`config.mk`:
```
export PLATFORM = sky130hd
export DESIGN_NAME = peripheral_msi_slave_port_axi4_flat
export DESIGN_NICKNAME = d
export VERILOG_FILES = /design/src/rtl/peripheral_msi_slave_port_axi4_if.sv /design/src/rtl/peripheral_msi_slave_port_axi4.sv /design/src/flat_wrapper.sv
export SDC_FILE = /design/constraint.sdc
export NUM_CORES = 1
export LEC_CHECK = 0
export ABC_AREA = 1
export CAP_MARGIN = 10
export CORE_AREA = 4 4 343 345
export CTS_CLUSTER_DIAMETER = 30
export DETAILED_ROUTE_END_ITERATION = 12
export DIE_AREA = 0 0 347 349
export PLACE_DENSITY_LB_ADDON = 0.08
export REMOVE_ABC_BUFFERS = 1
export SLEW_MARGIN = 20
export SYNTH_ARGS = -nofsm -noshare
export SYNTH_HDL_FRONTEND = slang
export SYNTH_SLANG_ARGS = --single-unit
```
`constraint.sdc`:
```
create_clock -name HCLK -period 9 [get_ports HCLK]
set_clock_uncertainty 0.1 [all_clocks]
set_input_delay 1.35 -clock HCLK [delete_from_list [all_inputs] [get_ports HCLK]]
set_output_delay 1.35 -clock HCLK [all_outputs]
set_load 0.03 [all_outputs]
```
`src/rtl/peripheral_msi_slave_port_axi4_if.sv`:
```
// AHB-Lite slave-side bus bundle for one slave port.
// Ports: master modport drives address/data/HREADY, slave modport returns HREADYOUT.
interface peripheral_msi_slave_port_axi4_if #(
   parameter int PLEN = 64,
   parameter int XLEN = 64
);
   logic            slv_HSEL;
   logic [PLEN-1:0] slv_HADDR;
   logic [XLEN-1:0] slv_HWDATA;
   logic            slv_HWRITE;
   logic [2:0]      slv_HSIZE;
   logic [2:0]      slv_HBURST;
   logic [3:0]      slv_HPROT;
   logic [1:0]      slv_HTRANS;
   logic            slv_HMASTLOCK;
   logic            slv_HREADY;
   logic            slv_HREADYOUT;

   modport master (
      output slv_HSEL, slv_HADDR, slv_HWDATA, slv_HWRITE,
      output slv_HSIZE, slv_HBURST, slv_HPROT, slv_HTRANS,
      output slv_HMASTLOCK, slv_HREADY,
      input  slv_HREADYOUT
   );

   modport slave (
      input  slv_HSEL, slv_HADDR, slv_HWDATA, slv_HWRITE,
      input  slv_HSIZE, slv_HBURST, slv_HPROT, slv_HTRANS,
      input  slv_HMASTLOCK, slv_HREADY,
      output slv_HREADYOUT
   );
endinterface

```
`src/rtl/peripheral_msi_slave_port_axi4.sv`:
```
// Per-slave arbiter/mux: picks one master by priority, drives the AHB-Lite slave.
// Ports: HCLK/HRESET, mst_* request arrays, can_switch, master_granted,
// slv (bus bundle to the slave). Macro MSI_SLAVE_PORT_RR_EN enables round-robin ties.
module peripheral_msi_slave_port_axi4 #(
   parameter int PLEN    = 64,
   parameter int XLEN    = 64,
   parameter int MASTERS = 5,
   parameter int SLAVES  = 5
) (
   input  logic                           HRESET,
   input  logic                           HCLK,
   input  logic [MASTERS-1:0][2:0]        mst_priority,
   input  logic [MASTERS-1:0]             mst_HSEL,
   input  logic [MASTERS-1:0][PLEN-1:0]   mst_HADDR,
   input  logic [MASTERS-1:0][XLEN-1:0]   mst_HWDATA,
   input  logic [MASTERS-1:0]             mst_HWRITE,
   input  logic [MASTERS-1:0][2:0]        mst_HSIZE,
   input  logic [MASTERS-1:0][2:0]        mst_HBURST,
   input  logic [MASTERS-1:0][3:0]        mst_HPROT,
   input  logic [MASTERS-1:0][1:0]        mst_HTRANS,
   input  logic [MASTERS-1:0]             mst_HMASTLOCK,
   input  logic [MASTERS-1:0]             mst_HREADY,
   input  logic [MASTERS-1:0]             can_switch,
   output logic [MASTERS-1:0]             master_granted,
   peripheral_msi_slave_port_axi4_if.master slv
);
   localparam int IW = (MASTERS > 1) ? $clog2(MASTERS) : 1;

   typedef enum logic [1:0] {IDLE, GRANTED, LOCKED} state_t;

   state_t             state, state_n;
   logic [IW-1:0]      own_idx, own_idx_n;
   logic [IW-1:0]      data_idx, win;
   logic [MASTERS-1:0] gnt_n;
   logic               data_valid;
   logic               owned, any_req, switch_pt, grant_ev;
   logic [2:0]         best;
   logic               found;
   logic               unused_ok;

   assign owned     = (state != IDLE);
   assign any_req   = |mst_HSEL;
   assign switch_pt = can_switch[own_idx] & slv.slv_HREADYOUT;

`ifdef MSI_SLAVE_PORT_RR_EN
   logic [IW-1:0] rr_ptr;

   // Scan starts at rr_ptr; strict '>' keeps the first equal-priority
   // index in rotation order, so the owner loses ties.
   always_comb begin
      int idx;
      idx   = 0;
      win   = '0;
      best  = '0;
      found = 1'b0;
      for (int k = 0; k < MASTERS; k++) begin
         idx = int'(rr_ptr) + k;
         if (idx >= MASTERS) idx = idx - MASTERS;
         if (mst_HSEL[idx] && (!found || mst_priority[idx] > best)) begin
            found = 1'b1;
            best  = mst_priority[idx];
            win   = IW'(idx);
         end
      end
   end

   always_ff @(posedge HCLK or posedge HRESET) begin
      if (HRESET)
         rr_ptr <= '0;
      else if (grant_ev)
         rr_ptr <= (win == IW'(MASTERS-1)) ? '0 : win + 1'b1;
   end
`else
   // Seeding with the owner makes it keep the bus on ties;
   // otherwise the lowest index wins ties.
   always_comb begin
      win   = '0;
      best  = '0;
      found = 1'b0;
      if (owned && mst_HSEL[own_idx]) begin
         found = 1'b1;
         best  = mst_priority[own_idx];
         win   = own_idx;
      end
      for (int i = 0; i < MASTERS; i++) begin
         if (mst_HSEL[i] && (!found || mst_priority[i] > best)) begin
            found = 1'b1;
            best  = mst_priority[i];
            win   = IW'(i);
         end
      end
   end
`endif

   always_comb begin
      state_n   = state;
      own_idx_n = own_idx;
      gnt_n     = master_granted;
      grant_ev  = 1'b0;
      unique case (state)
         IDLE: begin
            if (any_req) grant_ev = 1'b1;
         end
         GRANTED: begin
            if (switch_pt) begin
               if (any_req) begin
                  grant_ev = 1'b1;
               end else begin
                  state_n = IDLE;
                  gnt_n   = '0;
               end
            end
         end
         LOCKED: begin
            if (!mst_HMASTLOCK[own_idx]) state_n = GRANTED;
         end
         default: state_n = IDLE;
      endcase
      if (grant_ev) begin
         own_idx_n  = win;
         gnt_n      = '0;
         gnt_n[win] = 1'b1;
         state_n    = mst_HMASTLOCK[win] ? LOCKED : GRANTED;
      end
   end

   always_ff @(posedge HCLK or posedge HRESET) begin
      if (HRESET) begin
         state          <= IDLE;
         own_idx        <= '0;
         master_granted <= '0;
         data_idx       <= '0;
         data_valid     <= 1'b0;
      end else begin
         state          <= state_n;
         own_idx        <= own_idx_n;
         master_granted <= gnt_n;
         // Data-phase owner only advances when the slave accepts,
         // so a grant change never steals an in-flight HWDATA.
         if (slv.slv_HREADYOUT) begin
            data_idx   <= own_idx;
            data_valid <= slv.slv_HSEL && (slv.slv_HTRANS != 2'b00);
         end
      end
   end

   always_comb begin
      slv.slv_HSEL      = 1'b0;
      slv.slv_HADDR     = '0;
      slv.slv_HWRITE    = 1'b0;
      slv.slv_HSIZE     = '0;
      slv.slv_HBURST    = '0;
      slv.slv_HPROT     = '0;
      slv.slv_HTRANS    = 2'b00;
      slv.slv_HMASTLOCK = 1'b0;
      slv.slv_HREADY    = 1'b1;
      if (owned) begin
         slv.slv_HSEL      = mst_HSEL[own_idx];
         slv.slv_HADDR     = mst_HADDR[own_idx];
         slv.slv_HWRITE    = mst_HWRITE[own_idx];
         slv.slv_HSIZE     = mst_HSIZE[own_idx];
         slv.slv_HBURST    = mst_HBURST[own_idx];
         slv.slv_HPROT     = mst_HPROT[own_idx];
         slv.slv_HTRANS    = mst_HTRANS[own_idx];
         slv.slv_HMASTLOCK = mst_HMASTLOCK[own_idx];
         slv.slv_HREADY    = mst_HREADY[own_idx];
      end
   end

   assign slv.slv_HWDATA = mst_HWDATA[data_idx];

   // data_valid is tracked for observation only; SLAVES is informational.
   assign unused_ok = data_valid & (SLAVES > 0);
endmodule

```
`src/flat_wrapper.sv`:
```
// flat-port wrapper written by rule: the top's interface ports become plain ports
module peripheral_msi_slave_port_axi4_flat 
#(
   parameter int PLEN    = 64,
   parameter int XLEN    = 64,
   parameter int MASTERS = 5,
   parameter int SLAVES  = 5
)
  (HRESET, HCLK, mst_priority, mst_HSEL, mst_HADDR, mst_HWDATA, mst_HWRITE, mst_HSIZE, mst_HBURST, mst_HPROT, mst_HTRANS, mst_HMASTLOCK, mst_HREADY, can_switch, master_granted, slv_slv_HSEL, slv_slv_HADDR, slv_slv_HWDATA, slv_slv_HWRITE, slv_slv_HSIZE, slv_slv_HBURST, slv_slv_HPROT, slv_slv_HTRANS, slv_slv_HMASTLOCK, slv_slv_HREADY, slv_slv_HREADYOUT);
  peripheral_msi_slave_port_axi4_if #(.PLEN(PLEN), .XLEN(XLEN)) slv_i ();
  input  logic HRESET;
  input  logic HCLK;
  input  logic [MASTERS-1:0][2:0] mst_priority;
  input  logic [MASTERS-1:0] mst_HSEL;
  input  logic [MASTERS-1:0][PLEN-1:0] mst_HADDR;
  input  logic [MASTERS-1:0][XLEN-1:0] mst_HWDATA;
  input  logic [MASTERS-1:0] mst_HWRITE;
  input  logic [MASTERS-1:0][2:0] mst_HSIZE;
  input  logic [MASTERS-1:0][2:0] mst_HBURST;
  input  logic [MASTERS-1:0][3:0] mst_HPROT;
  input  logic [MASTERS-1:0][1:0] mst_HTRANS;
  input  logic [MASTERS-1:0] mst_HMASTLOCK;
  input  logic [MASTERS-1:0] mst_HREADY;
  input  logic [MASTERS-1:0] can_switch;
  output logic [MASTERS-1:0] master_granted;
  output wire logic [$bits(slv_i.slv_HSEL)-1:0] slv_slv_HSEL;
  output wire logic [$bits(slv_i.slv_HADDR)-1:0] slv_slv_HADDR;
  output wire logic [$bits(slv_i.slv_HWDATA)-1:0] slv_slv_HWDATA;
  output wire logic [$bits(slv_i.slv_HWRITE)-1:0] slv_slv_HWRITE;
  output wire logic [$bits(slv_i.slv_HSIZE)-1:0] slv_slv_HSIZE;
  output wire logic [$bits(slv_i.slv_HBURST)-1:0] slv_slv_HBURST;
  output wire logic [$bits(slv_i.slv_HPROT)-1:0] slv_slv_HPROT;
  output wire logic [$bits(slv_i.slv_HTRANS)-1:0] slv_slv_HTRANS;
  output wire logic [$bits(slv_i.slv_HMASTLOCK)-1:0] slv_slv_HMASTLOCK;
  output wire logic [$bits(slv_i.slv_HREADY)-1:0] slv_slv_HREADY;
  input wire logic [$bits(slv_i.slv_HREADYOUT)-1:0] slv_slv_HREADYOUT;
  assign slv_slv_HSEL = slv_i.slv_HSEL;
  assign slv_slv_HADDR = slv_i.slv_HADDR;
  assign slv_slv_HWDATA = slv_i.slv_HWDATA;
  assign slv_slv_HWRITE = slv_i.slv_HWRITE;
  assign slv_slv_HSIZE = slv_i.slv_HSIZE;
  assign slv_slv_HBURST = slv_i.slv_HBURST;
  assign slv_slv_HPROT = slv_i.slv_HPROT;
  assign slv_slv_HTRANS = slv_i.slv_HTRANS;
  assign slv_slv_HMASTLOCK = slv_i.slv_HMASTLOCK;
  assign slv_slv_HREADY = slv_i.slv_HREADY;
  assign slv_i.slv_HREADYOUT = slv_slv_HREADYOUT;
  peripheral_msi_slave_port_axi4 #(.PLEN(PLEN), .XLEN(XLEN), .MASTERS(MASTERS), .SLAVES(SLAVES)) u_core (.HRESET(HRESET), .HCLK(HCLK), .mst_priority(mst_priority), .mst_HSEL(mst_HSEL), .mst_HADDR(mst_HADDR), .mst_HWDATA(mst_HWDATA), .mst_HWRITE(mst_HWRITE), .mst_HSIZE(mst_HSIZE), .mst_HBURST(mst_HBURST), .mst_HPROT(mst_HPROT), .mst_HTRANS(mst_HTRANS), .mst_HMASTLOCK(mst_HMASTLOCK), .mst_HREADY(mst_HREADY), .can_switch(can_switch), .master_granted(master_granted), .slv(slv_i));
endmodule
```
==> reports/results.txt <==
global route total overflow: 0
Min Hold Slack: 423 ps
share of cells above drive strength 1: 0.0316
HP Class: register to register
most frequent cells in the layout: 890 x clkdlybuf4s50_1, 329 x o21ai_0, 263 x nand2_1, 223 x a21oi_1, 171 x nor2_1
fin crit share: 0.905
Crit path top cell by count: nand2_1
P&R area growth vs syn: 138%
most common cell after layout, fill and taps aside: clkdlybuf4s50_1
CP required: 9040 ps
Worst-Skew Late Latency: 240 ps
clock sinks: 13
die height: 349 um
Final HPWL DP: 82500 um
Finish-stage setup viols: 0
maximum VDD drop: 0.0603 mV
htree depth: 1
Slew @ Worst Pin: 1090 ps
synthesized cell area: 7710 sq um
register area: 343 sq um
Clock Tree Buf Depth: 2
unrepaired setup endpoints after global routing: no
Ports: 892
max cap viols: 0
Reg clk slew, reported paths: 50 ps
status: finished clean
pin count of the biggest net entering global routing: 155
Vias/cell: 3.70
footprint of the multi-input gates: 6200 sq um
warnings from Yosys: 0
crit-path max FO: 9
worst setup path class: primary input to register
antenna violations before repair: 43
pins over their slew limit: 0
Root Buffer: clkbuf_16
port buffer count: 891
Leak: 7.14 nW
num rows: 124
routed wire length per instance: 25.7 um
max incr delay on CP: 570 ps
core region area: 114000 sq um
First DRT Iteration DRCs: 675
distinct cell type count after synthesis: 32
Placed Instances: 3821
first-pass GRT wire length: 131000 um
Arr. time, crit path: 8180 ps
pre-CTS setup slack: 476 ps
Pre-antenna DRT Iters: 5
final worst slack: 853 ps
Fillers: 13300
Hold Violations, Final: 0
clock buffers created by TritonCTS: 3
Die Footprint: 121000 sq um
Nets: 3072
Final Critical Period: 8150 ps
Post-Layout Cell Count: 3839
Starting Density: 0.0675
Setup TNS: 0 ps
Worst setup EP type: register
Mapped Cells: 1537
sequential fraction of the synthesis area: 0.0422
Max-slew headroom: 0.270
Synth Area per Inst: 5.02 sq um
#FFs+latches synth: 13
Die X: 347 um
routability cong.: 0.829
vias in the first global route: 15000
post-route ant nets: 0
# DRC: 0
Fmax achieved: 123 MHz
Hold-fix buffers, CTS: 0
slowest CP cell: clkdlybuf4s50_1
drt total wl: 98800 um
Pwr Density: 47.9 nW/um^2
routed via count: 14200
Startpoint Class: primary input
GRT Util Overall: 0.153
TritonCTS clock tree: done
==> power breakdown <==
group          internal [mW]  switching [mW]  total (mW)
combinational          0.414           0.314       0.728
clock                 0.0592          0.0262      0.0854
sequential            0.0597         0.00589      0.0656
==> final timing paths <==
check	from	end	slack, ps	depth (start not counted)
setup / recovery	mst_HSEL[2]	u_core.state[0]	850	55
min in group asynchronous	HRESET	u_core.master_granted[1]	1350	2
setup reg to reg	u_core.own_idx[0]	u_core.state[0]	1500	50
max in group asynchronous	HRESET	u_core.data_idx[0]	7040	2
hold / removal	u_core.master_granted[4]	u_core.master_granted[4]	420	2
hold reg to reg	u_core.master_granted[4]	u_core.master_granted[4]	420	2
==> repair_timing <==
action                     CTS  global route
setup buffers                0             0
setup endpoints to repair    0             4
resized for setup            0             2
==> sequential cells by signal, indices dropped and copies added (netlist names) <==
| name | count |
|---|---|
| u_core.master_granted | 5 |
| u_core.data_idx | 3 |
| u_core.own_idx | 3 |
| u_core.state | 2 |
==> cells in the mapped netlist <==
library cell	count	area, sq um
o21ai_0	329	1650
nand2_1	263	987
a21oi_1	223	1120
nor2_1	171	642
inv_1	165	619
clkbuf_1	117	439
o22ai_1	79	494
a221o_1	64	641
nand3_1	22	110
buf_1	17	63.8
ha_1	15	188
dfrtp_1	13	325
buf_2	10	50.1
nand2_2	8	50.1
and2_1	5	31.3
nand3_2	5	50.1
inv_2	4	15.0
o211ai_1	4	30.0
nand2_4	3	33.8
o21ai_1	3	15.0
buf_4	2	15.0
nand3_4	2	35.0
nand3b_1	2	15.0
nor2_2	2	12.5
o21ai_2	2	17.5
a211oi_2	1	12.5
a21oi_4	1	16.3
buf_6	1	11.3
nand4_1	1	6.26
nor2_4	1	11.3
nor3_1	1	5.00
o31ai_1	1	7.51
==> logic make-up (layout without fill, tap and decap cells) <==
group,Yosys count,count (layout),share of synthesized area
flops,13,13,0.0422
compound gates,707,707,0.518
buf+inv,316,1092,0.157
other cells,0,14,0
fa+ha+maj,15,15,0.0243
simple gates,486,486,0.258
==> metrics by stage <==
stage / utilization / power (mW) / instance area, sq um
floorplan: - / 0.304 / 7130
global placement: 0.160 / 0.807 / 18200
detailed placement: 0.160 / 0.807 / 18200
CTS: 0.160 / 0.899 / 18300
global route: 0.161 / 0.942 / 18300
finish: 0.161 / 0.879 / 18400
==> cell type report <==
| cell class | count | area share |
|---|---|---|
| clock inverter | 1 | 0.000273 |
| multi-input combinational | 1208 | 0.338 |
| sequential | 13 | 0.0187 |
| inverter | 169 | 0.0348 |
| antenna | 14 | 0.00191 |
| timing repair buffer | 919 | 0.499 |
| clock buffer | 3 | 0.00409 |
| tap | 1512 | 0.103 |
==> per-layer routing <==
metal | wire [um] | global-route usage | vias to the layer above
met3 | 8720 | 0.0557 | 66
li1 | - | - | 6855
met2 | 51900 | 0.295 | 603
met1 | 37300 | 0.165 | 6644
met4 | 525 | 0.0106 | 34
met5 | 226 | 0 | -
==> worst max-delay path, delay by kind of cell <==
family	cells	cell delay, ps
buf+inv	5	880
simple gates	32	2800
fa+ha+maj	5	1530
compound gates	13	1610
Note: power is estimated with default switching activity, not from simulation.
